File: src/rtl/io_fabric_pkg.sv
// Shared constants and types for the nano6502 IO bank fabric:
// register map, default page placement and the decode-target enum.
package io_fabric_pkg;

   localparam logic [2:0] REG_BANK_L  = 3'd0;
   localparam logic [2:0] REG_BANK_H  = 3'd1;
   localparam logic [2:0] REG_ROM_OFF = 3'd2;
   localparam logic [2:0] REG_MASK_L  = 3'd3;
   localparam logic [2:0] REG_MASK_H  = 3'd4;
   localparam logic [2:0] REG_PEND_L  = 3'd5;
   localparam logic [2:0] REG_PEND_H  = 3'd6;
   localparam logic [2:0] REG_IRQ_ID  = 3'd7;

   localparam logic [7:0] DEF_IO_PAGE  = 8'hFE;
   localparam logic [7:0] DEF_VEC_PAGE = 8'hFF;
   localparam logic [7:0] DEF_ROM_LO   = 8'hE0;

   localparam logic [7:0] IRQ_NONE = 8'hFF;

   // Pending/mask registers are two bytes wide, so at most 16 interrupt sources.
   localparam int unsigned IRQ_W = 16;

   typedef enum logic [2:0] {
      SEL_NONE,
      SEL_FABRIC,
      SEL_RAM,
      SEL_ROM,
      SEL_BANK,
      SEL_VOID
   } sel_e;

endpackage

File: src/rtl/io_bank_fabric_irq.sv
// Interrupt controller: rising-edge detect, W1C pending bits, mask,
// lowest-index priority encoder and the registered CPU IRQ line.
module irq_ctrl
   import io_fabric_pkg::*;
#(
   parameter int unsigned NUM_BANKS = 16
) (
   input  logic                 i_clk,
   input  logic                 i_rst_n,
   input  logic [NUM_BANKS-1:0] i_irq,
   input  logic                 i_wr_en,
   input  logic [2:0]           i_wr_addr,
   input  logic [7:0]           i_wr_data,
   output logic [IRQ_W-1:0]     o_mask,
   output logic [IRQ_W-1:0]     o_pend,
   output logic [7:0]           o_irq_id,
   output logic                 o_irq
);

   logic [IRQ_W-1:0] r_mask;
   logic [IRQ_W-1:0] r_pend;
   logic [IRQ_W-1:0] r_prev;
   logic             r_irq;
   logic [IRQ_W-1:0] w_irq;
   logic [IRQ_W-1:0] w_valid;
   logic [IRQ_W-1:0] w_set;
   logic [IRQ_W-1:0] w_clr;
   logic [IRQ_W-1:0] w_active;

   // Bit 0 is the ROM slot and never raises an interrupt.
   always_comb begin
      w_irq   = '0;
      w_valid = '0;
      for (int unsigned n = 0; n < IRQ_W; n++) begin
         if (n < NUM_BANKS) begin
            w_irq[n]   = i_irq[n];
            w_valid[n] = (n != 0);
         end
      end
   end

   always_comb begin
      w_clr = '0;
      if (i_wr_en && i_wr_addr == REG_PEND_L) w_clr = {8'h00, i_wr_data};
      if (i_wr_en && i_wr_addr == REG_PEND_H) w_clr = {i_wr_data, 8'h00};
   end

   assign w_set    = w_irq & ~r_prev & w_valid;
   assign w_active = r_pend & r_mask;

   always_comb begin
      o_irq_id = IRQ_NONE;
      for (int unsigned n = 0; n < IRQ_W; n++) begin
         if (w_active[n] && o_irq_id == IRQ_NONE) o_irq_id = 8'(n);
      end
   end

   always_ff @(posedge i_clk or negedge i_rst_n) begin
      if (!i_rst_n) begin
         r_mask <= '0;
         r_pend <= '0;
         r_prev <= '0;
         r_irq  <= 1'b0;
      end else begin
         r_prev <= w_irq;
         r_pend <= (r_pend & ~w_clr) | w_set;
         r_irq  <= |w_active;
         if (i_wr_en && i_wr_addr == REG_MASK_L) r_mask[7:0]  <= i_wr_data;
         if (i_wr_en && i_wr_addr == REG_MASK_H) r_mask[15:8] <= i_wr_data;
      end
   end

   assign o_mask = r_mask;
   assign o_pend = r_pend;
   assign o_irq  = r_irq;

endmodule

File: src/rtl/io_bank_fabric.sv
// 6502 address decoder and read-data mux: RAM, switchable ROM window,
// always-ROM vector page and a banked IO page, plus fabric registers at 0x0000.
module io_bank_fabric
   import io_fabric_pkg::*;
#(
   parameter int unsigned NUM_BANKS = 16,
   parameter logic [7:0]  IO_PAGE   = DEF_IO_PAGE,
   parameter logic [7:0]  VEC_PAGE  = DEF_VEC_PAGE,
   parameter logic [7:0]  ROM_LO    = DEF_ROM_LO
) (
   input  logic                   clk_i,
   input  logic                   rst_n_i,
   input  logic                   R_W_n,
   input  logic [15:0]            addr_i,
   input  logic [15:0]            addr_w_i,
   input  logic [7:0]             data_i,
   input  logic [7:0]             ram_data_i,
   input  logic [7:0]             rom_data_i,
   input  logic [8*NUM_BANKS-1:0] slave_data_i,
   input  logic [NUM_BANKS-1:0]   irq_i,
   output logic [7:0]             data_o,
   output logic                   ram_cs,
   output logic                   ram_we,
   output logic                   rom_cs,
   output logic [NUM_BANKS-1:0]   bank_cs,
   output logic                   irq_o
);

   logic [7:0]       r_bank_l;
   logic [7:0]       r_bank_h;
   logic             r_rom_off;
   logic [15:0]      w_bank;
   logic [15:0]      w_addr;
   logic [7:0]       w_hi;
   sel_e             w_sel;
   logic             w_fab_we;
   logic [7:0]       w_reg_rd;
   logic [7:0]       w_slave;
   logic [IRQ_W-1:0] w_mask;
   logic [IRQ_W-1:0] w_pend;
   logic [7:0]       w_irq_id;

   assign w_bank   = {r_bank_h, r_bank_l};
   assign w_addr   = R_W_n ? addr_i : addr_w_i;
   assign w_hi     = w_addr[15:8];
   assign w_fab_we = ~R_W_n & (addr_w_i[15:3] == '0);

   always_comb begin
      w_sel = SEL_RAM;
      if (w_addr[15:3] == '0) begin
         w_sel = SEL_FABRIC;
      end else if (w_hi == VEC_PAGE) begin
         w_sel = R_W_n ? SEL_ROM : SEL_NONE;
      end else if (w_hi == IO_PAGE) begin
         if (w_bank == '0)                    w_sel = SEL_ROM;
         else if (w_bank < 16'(NUM_BANKS))    w_sel = SEL_BANK;
         else                                 w_sel = SEL_VOID;
      end else if (w_hi >= ROM_LO && w_hi < IO_PAGE) begin
         // The window is read-only ROM; writes fall through to the RAM beneath.
         w_sel = (R_W_n && !r_rom_off) ? SEL_ROM : SEL_RAM;
      end
   end

   always_comb begin
      bank_cs = '0;
      w_slave = 8'hFF;
      for (int unsigned n = 0; n < NUM_BANKS; n++) begin
         if (w_sel == SEL_BANK && w_bank == 16'(n)) begin
            bank_cs[n] = 1'b1;
            w_slave    = slave_data_i[8*n +: 8];
         end
      end
   end

   assign ram_cs = (w_sel == SEL_RAM);
   assign rom_cs = (w_sel == SEL_ROM);
   assign ram_we = ram_cs & ~R_W_n;

   always_comb begin
      case (w_addr[2:0])
         REG_BANK_L:  w_reg_rd = r_bank_l;
         REG_BANK_H:  w_reg_rd = r_bank_h;
         REG_ROM_OFF: w_reg_rd = {7'b0, r_rom_off};
         REG_MASK_L:  w_reg_rd = w_mask[7:0];
         REG_MASK_H:  w_reg_rd = w_mask[15:8];
         REG_PEND_L:  w_reg_rd = w_pend[7:0];
         REG_PEND_H:  w_reg_rd = w_pend[15:8];
         REG_IRQ_ID:  w_reg_rd = w_irq_id;
         default:     w_reg_rd = 8'hFF;
      endcase
   end

   always_comb begin
      case (w_sel)
         SEL_FABRIC: data_o = R_W_n ? w_reg_rd : data_i;
         SEL_RAM:    data_o = ram_data_i;
         SEL_ROM:    data_o = rom_data_i;
         SEL_BANK:   data_o = w_slave;
         SEL_VOID:   data_o = R_W_n ? 8'hFF : data_i;
         default:    data_o = data_i;
      endcase
   end

   always_ff @(posedge clk_i or negedge rst_n_i) begin
      if (!rst_n_i) begin
         r_bank_l  <= '0;
         r_bank_h  <= '0;
         r_rom_off <= 1'b0;
      end else if (w_fab_we) begin
         if (addr_w_i[2:0] == REG_BANK_L)  r_bank_l  <= data_i;
         if (addr_w_i[2:0] == REG_BANK_H)  r_bank_h  <= data_i;
         if (addr_w_i[2:0] == REG_ROM_OFF) r_rom_off <= data_i[0];
      end
   end

   irq_ctrl #(
      .NUM_BANKS (NUM_BANKS)
   ) u_irq (
      .i_clk     (clk_i),
      .i_rst_n   (rst_n_i),
      .i_irq     (irq_i),
      .i_wr_en   (w_fab_we),
      .i_wr_addr (addr_w_i[2:0]),
      .i_wr_data (data_i),
      .o_mask    (w_mask),
      .o_pend    (w_pend),
      .o_irq_id  (w_irq_id),
      .o_irq     (irq_o)
   );

endmodule

File: config.mk
export PLATFORM = sky130hd
export DESIGN_NAME = io_bank_fabric
export DESIGN_NICKNAME = d
export VERILOG_FILES = /design/src/rtl/io_fabric_pkg.sv /design/src/rtl/io_bank_fabric_irq.sv /design/src/rtl/io_bank_fabric.sv
export SDC_FILE = /design/constraint.sdc
export NUM_CORES = 1
export LEC_CHECK = 0
export ABC_CLOCK_PERIOD_IN_PS = 7500
export CAP_MARGIN = 0
export CORE_MARGIN = 2
export CORE_UTILIZATION = 40
export DETAILED_ROUTE_END_ITERATION = 6
export GPL_ROUTABILITY_DRIVEN = 0
export MAX_ROUTING_LAYER = met4
export PLACE_DENSITY = 0.76
export RECOVER_POWER = 50
export SLEW_MARGIN = 5
export SYNTH_ARGS = -nofsm -noshare
export SYNTH_HDL_FRONTEND = slang
export SYNTH_SLANG_ARGS = --single-unit
File: constraint.sdc
create_clock -name clk_i -period 7.5 [get_ports clk_i]
set_input_delay 1.5 -clock clk_i [delete_from_list [all_inputs] [get_ports clk_i]]
set_output_delay 1.5 -clock clk_i [all_outputs]
set_load 0.03 [all_outputs]
==> results.yml, run 1 <==
placed_design:
  place_area_sq_mm: 0.00789
  io_buffers: 220
  dpl.hpwl_um: 17000
synth:
  ys_warn_count: 0
  syn_nets: 844
  synth_area_sq_mm: 0.00558
  netlist_instances: 641
  synth.avg_cell_area_sq_um: 8.71
  synth_ff_type: "dfrtp_1"
  synth.distinct_cells: 89
  ys_seq_area_share_pct: 29.1
  synth_seq_cells: 65
  synth_edf_count: 0
  synth-async-reset-ratio_pct: 100
timing:
  tns_ns: 0
  finalHoldViolations: 0
  setup_viol: 0
  slew_violations: 66
  rsz0062_at_grt: "no"
  max-slew-margin-rel_pct: -139
  fin_crit_ns: 6.77
  worst_pin_slew_ns: 3.59
  finClkSkew_ns: 0.00448
  fin_crit_sh_pct: 90.3
  fmax_mhz: 148
clock_tree:
  cts_buffer_depth: 2
  cts_resized: 0
  cts_tree: "yes"
  clkTransAtPathRegs_ns: 0.05
  post_cts_buffers: 0
  clock_sinks: 65
  numCtsBuffers: 9
  root_buffer: "clkbuf_16"
  cts_hold_buf: 0
  insertion_delay_ns: 0.33
  htreeDepth: 3
worst_setup_path:
  endpoint_kind: "output pin"
  critPathSlowestCell: "clkdlybuf4s50_1"
  path_cells: "clkdlybuf4s50_1 -> buf_4 -> mux2i_1 -> nand3_1 -> a21oi_1 -> o21ai_0 -> a311oi_1 -> a211oi_1 -> nor2_1 -> clkdlybuf4s50_1"
  crit_fanout: 11
  regToRegSetupSlack_ns: 4.91
  cp_slowest_stage_delay_ns: 0.70
  path_buf_inv: 3
  worstPathArrival_ns: 5.27
  r2r_start: "u_irq.o_pend[5]$_DFF_PN0_"
  rr_worst_depth: 7
  critPathLaunchType: "input port"
  crit_required_ns: 6.00
  r2r_end: "u_irq.o_irq$_DFF_PN0_"
  cp_common_cell: "clkdlybuf4s50_1"
  setup.worst_path.start: "R_W_n"
  cp_top_family: "buffers and inverters"
  critPathKind: "in2out"
route:
  via_count: 6263
  drtIter0Drc: 635
  wl_per_cell_um: 21.1
  routed_wl_um: 21800
  vias_per_cell: 6.07
  drt.antenna.violating_nets: 0
  dr.pass1.iters: 7
  drc: 0
min_path:
  hold_path_end: "u_irq.o_mask[10]$_DFFE_PN0P_"
  hp-class: "reg2reg"
  hp-start: "u_irq.o_mask[10]$_DFFE_PN0P_"
  hold_path_depth: 1
power_and_ir_drop:
  seq_power_share_pct: 37.3
  p_total_uw: 956
  p_switching_uw: 245
  p_sw_share_pct: 25.7
  p_int_uw: 711
  clkPwrFrac_pct: 40.9
  ir_worst_vdd_mv: 0.134
  p_per_area_mw_per_mm2: 117
  leakagePower_uw: 0.00329
  comb_power_share_pct: 21.8
floorplanning:
  num_io_pins: 231
  rows: 43
  coreArea_sq_mm: 0.0138
  die_x_um: 122
  start_util_pct: 40.5
  die_h_um: 122
  fp.dieArea_sq_mm: 0.0149
grt:
  grt_max_degree: 66
  grt_pass1_wl_um: 32900
  grt_antenna_before_repair: 0
  grt_pass1_vias: 6081
  grtUsageTotal_pct: 29.6
  grt-ovfl-total: 0
outcome:
  outcome: "finished, violations left"
  violations: "capacitance limit, slew limit"
layout:
  layout.area.seq_sq_mm: 0.00163
  num-nets-final: 1049
  fillers: 1253
  multi_input_area_sq_mm: 0.00368
  areaGrowthSynthToFinish_pct: 46.4
  diodes: 0
  fin_area_sq_mm: 0.00817
  drive_above_1_share_pct: 12.6
run:
  drv_cap: 1
==> cell usage in the layout (no fill, tap or decap), drive strengths merged, types with 4 or more instances in the layout <==
| cell type | synthesis | final |
|---|---|---|
| nand3 | 16 | 16 |
| o22ai | 11 | 11 |
| o32ai | 5 | 5 |
| nor2 | 66 | 66 |
| dlygate4sd3 | 0 | 15 |
| a211oi | 4 | 4 |
| o221ai | 6 | 6 |
| clkdlybuf4s50 | 0 | 203 |
| a21o | 5 | 5 |
| dfrtp | 65 | 65 |
| mux2 | 41 | 41 |
| buf | 18 | 10 |
| mux4 | 6 | 6 |
| or3 | 8 | 8 |
| nor4 | 16 | 16 |
| clkinv | 1 | 4 |
| nand2b | 9 | 9 |
| o21ai | 26 | 26 |
| a22oi | 5 | 5 |
| inv | 26 | 27 |
| nor4b | 4 | 4 |
| o21a | 4 | 4 |
| nand2 | 68 | 68 |
| a22o | 20 | 20 |
| a32oi | 4 | 4 |
| a21oi | 38 | 38 |
| o2111ai | 4 | 4 |
| a221oi | 6 | 6 |
| mux2i | 29 | 29 |
| clkbuf | 17 | 11 |
| nor2b | 7 | 7 |
| nand4 | 17 | 17 |
| o211ai | 7 | 7 |
| nor3 | 17 | 17 |
| a221o | 5 | 5 |
==> power groups by stage <==
stage	clock network, uW	registers (uW)	logic [uW]
6_report	391	356	208
5_1_grt	412	356	223
4_1_cts	398	356	210
3_5_place_dp	0	362	209
3_3_place_gp	0	362	207
2_1_floorplan	0	362	65.9
==> worst max-delay path by stage <==
stage                      to  slack (ns)  cells after the start
floorplan           data_o[0]        2.24                     11
global placement    data_o[7]        0.78                     10
detailed placement  data_o[7]        0.75                     10
CTS                 data_o[7]        0.75                     10
global route        data_o[7]        0.60                     10
finish              data_o[7]        0.73                     10
==> stage by stage <==
stage | util [%] | setup slack [ns] | hold WS (ns) | cells
after floorplan | - | 2.24 | 0.484 | 641
after CTS | 59.4 | 0.747 | 0.534 | 1031
final | 59.3 | 0.726 | 0.530 | 1031
after global routing | 59.3 | 0.599 | 0.547 | 1031
after detailed placement | 57.3 | 0.753 | 0.519 | 1015
after global placement | 57.3 | 0.777 | 0.513 | 1015
==> cells in the mapped netlist (9+ instances only) <==
cell type / count / area share (%)
a21oi_1: 38 / 3.4
clkbuf_1: 17 / 1.1
nand2_1: 67 / 4.5
nor4_1: 10 / 1.1
inv_1: 24 / 1.6
nor3_1: 14 / 1.3
dfrtp_1: 65 / 29
nand2b_1: 9 / 1.0
nand3_1: 16 / 1.4
a22o_1: 20 / 3.1
o21ai_0: 20 / 1.8
mux2_2: 38 / 7.7
nand4_1: 16 / 1.8
o22ai_1: 11 / 1.2
nor2_1: 61 / 4.1
mux2i_1: 27 / 4.8
==> cells by family (layout without fill, tap and decap cells) <==
logic type | after synthesis | in the layout | synth area share [%]
buf+inv | 62 | 272 | 4.96
flops | 65 | 65 | 29.1
simple gates | 247 | 247 | 24.3
other cells | 1 | 1 | 0.0672
mux | 76 | 76 | 16.3
compound gates | 190 | 190 | 25.3
==> final cells by class <==
| cell class | count | share of cell area, % |
|---|---|---|
| Clock buffer | 10 | 2.92 |
| Clock inverter | 6 | 0.521 |
| Inverter | 27 | 1.24 |
| Multi-Input combinational cell | 514 | 45.0 |
| Sequential cell | 65 | 19.9 |
| Tap cell | 180 | 2.76 |
| Timing Repair Buffer | 229 | 27.6 |
==> metal layers <==
metal,share of wire (%),global-route usage [%]
met2,48,48.9
met4,4.8,15.8
met3,9.1,5.85
met1,38,33.8
met5,0,-
==> worst reg2reg max path: stages (launching register included) <==
cell and delay [ns]:
dfrtp_1 0.41, nand2_1 0.07, a32oi_1 0.36, o211ai_1 0.27, a211oi_1 0.53, nor4b_2 0.45
a32oi_1 0.18, o21ai_0 0.22
==> registers in the layout, indices dropped and copies added (netlist names) <==
name	count
r_bank_h	8
r_bank_l	8
r_rom_off	1
u_irq.o_irq	1
u_irq.o_mask	16
u_irq.o_pend	16
u_irq.r_prev	15
Note: power is estimated with default switching activity, not from simulation.
==> run 2: changes to the inputs <==
- CORE_MARGIN: 2 -> unset
- CORE_UTILIZATION: 40 -> 48
- PLACE_DENSITY: 0.76 -> 0.88
==> results.yml, run 2 (same netlist as run 1, synthesis figures left out) <==
clock_tree:
  post_cts_buffers: 0
  htreeDepth: 3
  root_buffer: "clkbuf_16"
  cts_resized: 0
  numCtsBuffers: 9
  insertion_delay_ns: 0.33
  cts_buffer_depth: 2
  clkTransAtPathRegs_ns: 0.06
  clock_sinks: 65
  cts_tree: "yes"
  cts_hold_buf: 0
timing:
  worst_pin_slew_ns: 3.38
  fin_crit_sh_pct: 89.7
  finClkSkew_ns: 0.00773
  max-slew-margin-rel_pct: -126
  fmax_mhz: 149
  slew_violations: 66
  fin_crit_ns: 6.73
  tns_ns: 0
  setup_viol: 0
  finalHoldViolations: 0
  rsz0062_at_grt: "no"
placed_design:
  dpl.hpwl_um: 17100
  io_buffers: 220
  dp_cells: 975
route:
  via_count: 6609
  vias_per_cell: 6.67
  drt.antenna.violating_nets: 0
  drtIter0Drc: 932
  wl_per_cell_um: 22.5
  dr.pass1.iters: 6
  drc: 0
  routed_wl_um: 22300
layout:
  layout_common_cells: "clkdlybuf4s50_1, nand2_1, dfrtp_1"
  layout.area.seq_sq_mm: 0.00163
  final_cells: 991
  fillers: 820
  diodes: 0
  layout_commonest_cell: "clkdlybuf4s50_1"
  areaGrowthSynthToFinish_pct: 46.4
  drive_above_1_share_pct: 12.1
  num-nets-final: 1046
  multi_input_area_sq_mm: 0.00368
min_path:
  hp-class: "reg2reg"
power_and_ir_drop:
  ir_worst_vdd_mv: 0.181
  p_per_area_mw_per_mm2: 128
  leakagePower_uw: 0.00331
floorplanning:
  die_h_um: 110
  start_util_pct: 49.1
  coreArea_sq_mm: 0.0114
  rows: 39
  num_io_pins: 231
  die_x_um: 110
  fp.dieArea_sq_mm: 0.0121
outcome:
  outcome: "finished, violations left"
  violations: "capacitance limit, slew limit"
worst_setup_path:
  crit_required_ns: 6.00
  crit_fanout: 24
  worstPathArrival_ns: 5.23
  critPathLaunchType: "input port"
  critPathKind: "in2out"
  endpoint_kind: "output pin"
grt:
  grt_pass1_wl_um: 33600
  grtUsageTotal_pct: 38.4
  grt_max_degree: 66
  grt-ovfl-total: 0
  grt_pass1_vias: 6295
  grt_antenna_before_repair: 0
run:
  drv_cap: 1
[run 2: cell count changes in the layout (fill, tap and decap cells not counted), sizes merged]
cell / previous run / this run
clkdlybuf4s50: 203 / 204
bufinv: 0 / 3
buf: 10 / 6
inv: 27 / 26
clkbuf: 11 / 10
clkinv: 4 / 3
[run 2: critical path: stages]
cell and delay [ns]:
clkdlybuf4s50_1 0.68, buf_4 0.37, mux2_2 0.50, mux2_2 0.31
a221oi_1 0.37, or4_1 0.18, o2111a_1 0.18, nand3_1 0.10
o21a_1 0.18, o32a_1 0.23, clkdlybuf4s50_1 0.61
[run 2: path summary, 6_finish.rpt]
check / start / endpoint / slack (ns) / depth (start not counted)
max in group asynchronous: rst_n_i / r_bank_l[0]$_DFFE_PN0P_ / 2.92 / 2
setup / recovery: R_W_n / data_o[6] / 0.77 / 11
setup reg to reg: u_irq.o_pend[4]$_DFF_PN0_ / u_irq.o_irq$_DFF_PN0_ / 4.85 / 7
min in group asynchronous: rst_n_i / u_irq.o_mask[9]$_DFFE_PN0P_ / 2.41 / 2
hold / removal: u_irq.o_mask[9]$_DFFE_PN0P_ / u_irq.o_mask[9]$_DFFE_PN0P_ / 0.54 / 1
hold reg to reg: u_irq.o_mask[9]$_DFFE_PN0P_ / u_irq.o_mask[9]$_DFFE_PN0P_ / 0.54 / 1
[run 2: stage by stage]
stage | instance area, sq um | worst slack [ns] | utilization [%] | total power (uW) | hold WS, ns
after global routing | 8170 | 0.627 | 71.8 | 1080 | 0.562
after global placement | 7830 | 0.880 | 68.8 | 566 | 0.520
final | 8170 | 0.774 | 71.8 | 1050 | 0.539
after CTS | 8170 | 0.846 | 71.9 | 1050 | 0.535
after floorplan | 5580 | 2.24 | - | 428 | 0.484
after detailed placement | 7830 | 0.851 | 68.8 | 570 | 0.522
[run 2: layer usage]
metal / up-vias / GRT usage (%) / share of wire, %
met5: - / - / 0
met3: 148 / 9.13 / 12
met1: 3055 / 43.4 / 35
met4: 0 / 20.1 / 6.0
met2: 536 / 62.9 / 48
li1: 2870 / - / -
[run 2: layout make-up]
cell class | instances | area share (%)
Clock inverter | 7 | 1.46
Tap cell | 143 | 2.19
Sequential cell | 65 | 19.9
Timing Repair Buffer | 226 | 27.4
Inverter | 27 | 1.24
Clock buffer | 9 | 2.76
Multi-Input combinational cell | 514 | 45.0
[run 2: power by group]
part	internal [uW]	total [uW]	switching, uW
combinational	123	210	87.6
sequential	355	356	1.27
clock	324	481	157
total	802	1050	245
